--- src/rtl/sequenced_weighted_mixer.sv ---
// Time-multiplexed N-input weighted mixer sharing one 16x17 multiplier and accumulator.
// Define MIXER_SATURATE_EN to clamp the mixed result instead of wrapping it to 16 bits.
module sequenced_weighted_mixer #(
   parameter int unsigned            N_INPUTS = 4,
   parameter logic [16*N_INPUTS-1:0] WEIGHTS  = {N_INPUTS{16'h2000}}
) (
   input  logic               clk,
   input  logic               I_RSTn,
   input  logic               audio_clk_en,
   input  logic signed [15:0] inputs [N_INPUTS],
   output logic signed [15:0] out,
   output logic               out_valid,
   output logic               busy,
   output logic               overrun
);

   localparam int unsigned IDXW = $clog2(N_INPUTS);
   localparam int unsigned ACCW = 33 + IDXW;

   typedef enum logic [1:0] {IDLE, MAC, DONE} state_t;

   state_t                 state;
   logic [IDXW-1:0]        idx;
   logic signed [ACCW-1:0] acc;
   logic signed [15:0]     snap [N_INPUTS];
   logic signed [32:0]     samp_ext;
   logic signed [32:0]     wght_ext;
   logic signed [32:0]     prod;
   logic signed [15:0]     result16;

   // Weights are unsigned Q1.15, so they enter the multiplier zero-extended.
   always_comb begin
      samp_ext = 33'(snap[idx]);
      wght_ext = {17'b0, WEIGHTS[16*idx +: 16]};
      prod     = samp_ext * wght_ext;
   end

`ifdef MIXER_SATURATE_EN
   localparam logic signed [ACCW-1:0] SAT_MAX = ACCW'(32767);
   localparam logic signed [ACCW-1:0] SAT_MIN = -ACCW'(32768);
   logic signed [ACCW-1:0] shifted;

   always_comb begin
      shifted = acc >>> 15;
      if (shifted > SAT_MAX)
         result16 = 16'sh7FFF;
      else if (shifted < SAT_MIN)
         result16 = 16'sh8000;
      else
         result16 = shifted[15:0];
   end
`else
   // Low 16 bits of the floored acc >>> 15.
   always_comb result16 = acc[30:15];
`endif

   always_ff @(posedge clk or negedge I_RSTn) begin
      if (!I_RSTn) begin
         state     <= IDLE;
         idx       <= '0;
         acc       <= '0;
         for (int unsigned i = 0; i < N_INPUTS; i++)
            snap[i] <= '0;
         out       <= '0;
         out_valid <= 1'b0;
         busy      <= 1'b0;
         overrun   <= 1'b0;
      end else begin
         out_valid <= 1'b0;
         case (state)
            IDLE: begin
               if (audio_clk_en) begin
                  for (int unsigned i = 0; i < N_INPUTS; i++)
                     snap[i] <= inputs[i];
                  acc   <= '0;
                  idx   <= '0;
                  busy  <= 1'b1;
                  state <= MAC;
               end
            end
            MAC: begin
               acc <= acc + ACCW'(prod);
               idx <= idx + IDXW'(1);
               if (idx == IDXW'(N_INPUTS - 1))
                  state <= DONE;
               if (audio_clk_en)
                  overrun <= 1'b1;
            end
            DONE: begin
               out       <= result16;
               out_valid <= 1'b1;
               busy      <= 1'b0;
               state     <= IDLE;
               if (audio_clk_en)
                  overrun <= 1'b1;
            end
            default: begin
               state <= IDLE;
               busy  <= 1'b0;
            end
         endcase
      end
   end

endmodule

--- config.mk ---
export PLATFORM = sky130hd
export DESIGN_NAME = sequenced_weighted_mixer
export DESIGN_NICKNAME = d
export VERILOG_FILES = /design/src/rtl/sequenced_weighted_mixer.sv
export SDC_FILE = /design/constraint.sdc
export NUM_CORES = 1
export LEC_CHECK = 0
export CAP_MARGIN = 20
export CORE_MARGIN = 2
export CORE_UTILIZATION = 55
export DETAILED_ROUTE_END_ITERATION = 8
export MAX_ROUTING_LAYER = met4
export PLACE_DENSITY = 0.81
export RECOVER_POWER = 50
export SLEW_MARGIN = 20
export SYNTH_ARGS = -nofsm -noshare
export SYNTH_HDL_FRONTEND = slang
export SYNTH_SLANG_ARGS = --single-unit
--- constraint.sdc ---
create_clock -name clk -period 9 [get_ports clk]
set_input_delay 1.8 -clock clk [delete_from_list [all_inputs] [get_ports clk]]
set_output_delay 1.8 -clock clk [all_outputs]
set_load 0.02 [all_outputs]
After elaboration in Yosys (flattened, before gate mapping)
Index checks and enable logic that the tools add are counted.
{"block": "classes", "addsub": 2, "multipliers": 1, "order_cmp": 1, "eq_ne": 5, "shifts": 1, "n_mux": 13, "n_bitwise": 2, "n_reduce_logical": 8}
{"op": "one-hot mux 35 bit (2 select lines)", "n": 1}
{"op": "indexed part select 64 x 7 -> 16 bit (first input constant)", "n": 1}
{"op": "adder 35 x 33 -> 35 bit", "n": 1}
{"op": "2-to-1 mux 35 bit", "n": 1}
{"op": "multiplier 16 x 17 -> 33 bit", "n": 1}
{"op": "binary-select mux 16 bit (select 2 bit)", "n": 1}
{"op": "2-to-1 mux 16 bit", "n": 2}
{"op": "AND reduction 2 bit", "n": 5}
{"op": "one-hot mux 2 bit (2 select lines)", "n": 2}
{"op": "2-to-1 mux 2 bit", "n": 3}
{"op": "== test 2 bit (second input constant)", "n": 2}
{"op": "inequality test 2 bit (second input constant)", "n": 2}
{"op": ">= comparator 3 bit (second input constant)", "n": 1}
{"op": "NOT 2 -> 3 bit", "n": 1}
{"op": "adder 2 x 1 -> 2 bit (second input constant)", "n": 1}
{"op": "== test 2 x 1 -> 1 bit (second input constant)", "n": 1}
{"op": "zero test 2 bit", "n": 1}
{"op": "2-to-1 mux 1 bit", "n": 2}
{"op": "one-hot mux 1 bit (2 select lines)", "n": 1}
{"op": "nonzero test 2 bit", "n": 1}
{"op": "OR reduction 2 bit", "n": 1}
{"op": "NOT 1 bit", "n": 1}
{"block": "totals", "regBits": 122, "output_inout_bits": 19, "wordCells": 44}

Longest topological paths before layout
{"block": "logic_depth", "depth_word": 7, "depth_mapped": 17}

Worst setup path before layout
No wires, ideal clock.
{"block": "synth_timing", "path_kind": "reg2reg", "from": "register idx[0]", "to": "register acc[30]", "setup_ps": 140, "arrival_ps": 4819, "required_time_ps": 8860, "setup_slack_ps": 4042, "path_stages_with_launch": 17, "path_buffers": 2, "cell_sequence": "dfrtp_1 buf_2 buf_2 mux4_2 ha_1 ha_1 inv_1 fa_1 fa_1 inv_1 ha_1 fa_1 a21o_1 a221oi_1 o22ai_1 mux2i_1 o311ai_1"}
{"block": "synth_via", "elab_chain_len": 7}
{"element": "from (decl)", "line": "23", "rtl": "logic [IDXW-1:0] idx;"}
{"element": "from (signal assigned)", "line": "83", "rtl": "idx <= idx + IDXW'(1);"}
{"element": "parallel branches: the longest is 4 deep, another holds indexed part select 64 x 7 -> 16 bit"}
{"element": "multiplier 16 x 17 -> 33 bit (*)", "line": "35", "rtl": "prod = samp_ext * wght_ext;"}
{"element": "adder 35 x 33 -> 35 bit (*)", "line": "82", "rtl": "acc <= acc + ACCW'(prod);"}
{"element": "one-hot mux 35 bit (2 select lines) (*)", "line": "70", "rtl": "case (state)"}
{"element": "to (signal assigned)", "line": "82"}
{"element": "to (decl)", "line": "24", "rtl": "logic signed [ACCW-1:0] acc;"}
Mark *: on every way between the ends. The select of a mux whose other input is x is not followed.
A chain may end at the register's enable or synchronous reset.

==> out/qor.csv <==
stage;metric;value;unit
drt;vias;3786;
final_layout;final_common_cell;dfrtp_1;
drt;route.detailed.drc;0;
floorplan;ioPinCount;86;
final_layout;drive_above_1_share;22.0;%
sta;fin_crit_sh;68.0;%
final_layout;fin_nets;675;
final_layout;final_cell_mix;dfrtp_1 (105), clkdlybuf4s50_1 (83), mux2_2 (80);
worst_hold_path;worstHoldStart;overrun$_DFFE_PN0P_;
grt;grt_pass1_wl;20200;um
critical_path;worstSetupStartpointType;primary input;
grt;grt_pass1_vias;4162;
yosys;synth_area_per_cell;13.4;um^2
worst_hold_path;hold-path-endpoint;overrun$_DFFE_PN0P_;
clocking;ctsResizeCount;0;
yosys;synth_top_area_cell;dfrtp_1;
drt;ant_nets;0;
grt;antenna_found_initial;0;
critical_path;r2r_cells;14;
critical_path;crit_slowest_cell;clkbuf_1;
yosys;syn_area;0.00597;mm^2
drt;viasPerCell;5.64;
critical_path;rr_startpoint;idx[1]$_DFFE_PN0P_;
critical_path;worstPathArrival;5.89;ns
run_status;status;finished, violations left;
sta;hold_viol;0;
clocking;cts_sinks;105;
placed_design;place_hpwl;9060;um
critical_path;crit_fanout;60;
sta;skew;0.0133;ns
sta;tightest_slew;3.19;ns
floorplan;initial_core_util;55.8;%
yosys;ys_ff_latch;105;
clocking;numCtsBuffers;9;
critical_path;cpLargestDelayFamily;buffers and inverters;
yosys;synth_edf_count;0;
placed_design;gp_congestion;0.861;
sta;rsz0062_at_grt;false;
yosys;ys_async_sr_fraction;100;%
clocking;insertion_delay;0.37;ns
floorplan;die_area;0.0117;mm^2
yosys;yosys.area.top_type_share;44.0;%
critical_path;required;8.77;ns
yosys;synth.distinct_cells;49;
yosys;ys_top_cells_by_area;dfrtp_1 (44%), mux2_2 (15%), ha_1 (14%), mux4_2 (6.0%), fa_1 (5.0%);
critical_path;slowest_delay;2.34;ns
yosys;yosysWarnings;0;
sta;finalSetupViolations;0;
floorplan;rows;38;
critical_path;timing.rr.end;acc[24]$_DFFE_PN0P_;
yosys;syn-num-nets;596;
critical_path;rrSetupSlack;3.79;ns
final_layout;final_core_util;66.9;%
grt;gr-total-overflow;0;
run_status;violations;max-capacitance violations, max-slew violations;
critical_path;crit_chain;clkbuf_1 -> clkbuf_1;
clocking;cts_tree;done;
sta;max_slew_margin;-113;%
grt;grt_max_degree;66;
clocking;clk_path_buf_depth;2;
final_layout;regArea;0.00263;mm^2
placed_design;io_buffers;85;
sta;period_needed;6.12;ns
critical_path;cpMostUsedCell;clkbuf_1;
yosys;ys_seq_area_share;44.0;%
worst_hold_path;hold_class;flop to flop;
drt;wl_per_cell;17.7;um
critical_path;critical_path_cell_count;2;
critical_path;crit_buf_inv;2;
yosys;ys.flop_type;dfrtp_1;
sta;fin_tns_setup;0;ns
clocking;cts_max_level;3;
clocking;cts.clk_slew.worst_paths;0.11;ns
flow_run;max_cap_violations;2;
worst_hold_path;holdPathStages;1;
grt;grt_usage;22.9;%
sta;fmax;163;MHz
final_layout;multiInputGateArea;0.00321;mm^2
floorplan;die_h;108;um
clocking;ctsHoldBuffers;0;
critical_path;critPathCaptureType;async pin;
floorplan;die_w;108;um
drt;drtIter0Drc;106;
drt;first_pass_iters;4;
final_layout;area_growth;19.9;%
floorplan;core-area;0.0107;mm^2
yosys;syn_inst;447;
critical_path;critical_path_class;primary input to async pin;
clocking;post_cts_buffers;0;
drt;finalWirelength;11900;um
clocking;clockRootBuffer;clkbuf_8;
sta;finalMaxSlewViolations;108;
final_layout;nFillCells;811;
final_layout;diodes;0;
==> per-stage QoR <==
step | hold slack, ns | cell area [um^2] | setup slack, ns | std cells
2_1_floorplan | 0.472 | 5970 | 4.04 | 447
3_3_place_gp | 0.440 | 6930 | 3.87 | 655
3_5_place_dp | 0.447 | 6930 | 3.76 | 655
4_1_cts | 0.471 | 7160 | 3.70 | 671
5_1_grt | 0.504 | 7160 | 1.77 | 671
6_report | 0.469 | 7160 | 2.88 | 671
==> sequential cells by signal (all words and copies together) (netlist names) <==
| register | count |
|---|---|
| overrun | 1 |
| snap | 64 |
| out_valid | 1 |
| state | 2 |
| out | 16 |
| acc | 18 |
| idx | 2 |
| busy | 1 |
==> Yosys cell counts, types with 6 or more instances <==
master,number
nor2_1,10
dfrtp_1,105
nand2_1,21
mux2_2,80
nand3_1,8
mux4_2,16
ha_1,67
o21ai_0,9
a21oi_1,14
xor2_1,7
fa_1,15
buf_2,10
a22o_1,6
clkbuf_1,8
inv_1,15
==> layout make-up <==
class	count	area share, %
clock buffer	10	1.78
clock inverter	6	1.36
inverter	15	0.787
multi-input combinational	307	44.8
sequential	105	36.7
tap	140	2.45
timing repair buffer	88	12.1
==> kinds of logic after synthesis <==
family	after synthesis	share of synthesized area (%)
fa+ha+maj	82	19.1
simple gates	59	4.95
flops	105	44.0
xor+xnor	10	1.47
mux	98	21.5
buf+inv	35	2.47
compound gates	58	6.56
==> worst max-delay path by stage <==
| stage | from | endpoint | slack [ns] |
|---|---|---|---|
| 3_5_place_dp | idx[1]$_DFFE_PN0P_ | acc[30]$_DFFE_PN0P_ | 3.76 |
| 5_1_grt | I_RSTn | snap[59]$_DFFE_PN0P_ | 1.77 |
| 2_1_floorplan | idx[0]$_DFFE_PN0P_ | acc[30]$_DFFE_PN0P_ | 4.04 |
| 6_report | I_RSTn | acc[13]$_DFFE_PN0P_ | 2.88 |
| 3_3_place_gp | idx[1]$_DFFE_PN0P_ | acc[30]$_DFFE_PN0P_ | 3.87 |
| 4_1_cts | idx[1]$_DFFE_PN0P_ | acc[24]$_DFFE_PN0P_ | 3.70 |
==> metal layers <==
metal  wire length (um)  global-route usage [%]  vias to the layer above
met5                  0                       -                        -
met4                165                    6.68                        0
met3                413                    2.89                       15
met2               5700                    36.4                       85
met1               5580                    31.4                     1897
li1                   -                       -                     1789
Power is left out: the tool's default activity adds up to more than one toggle a clock period on the data nets, which glitch-free logic cannot reach.
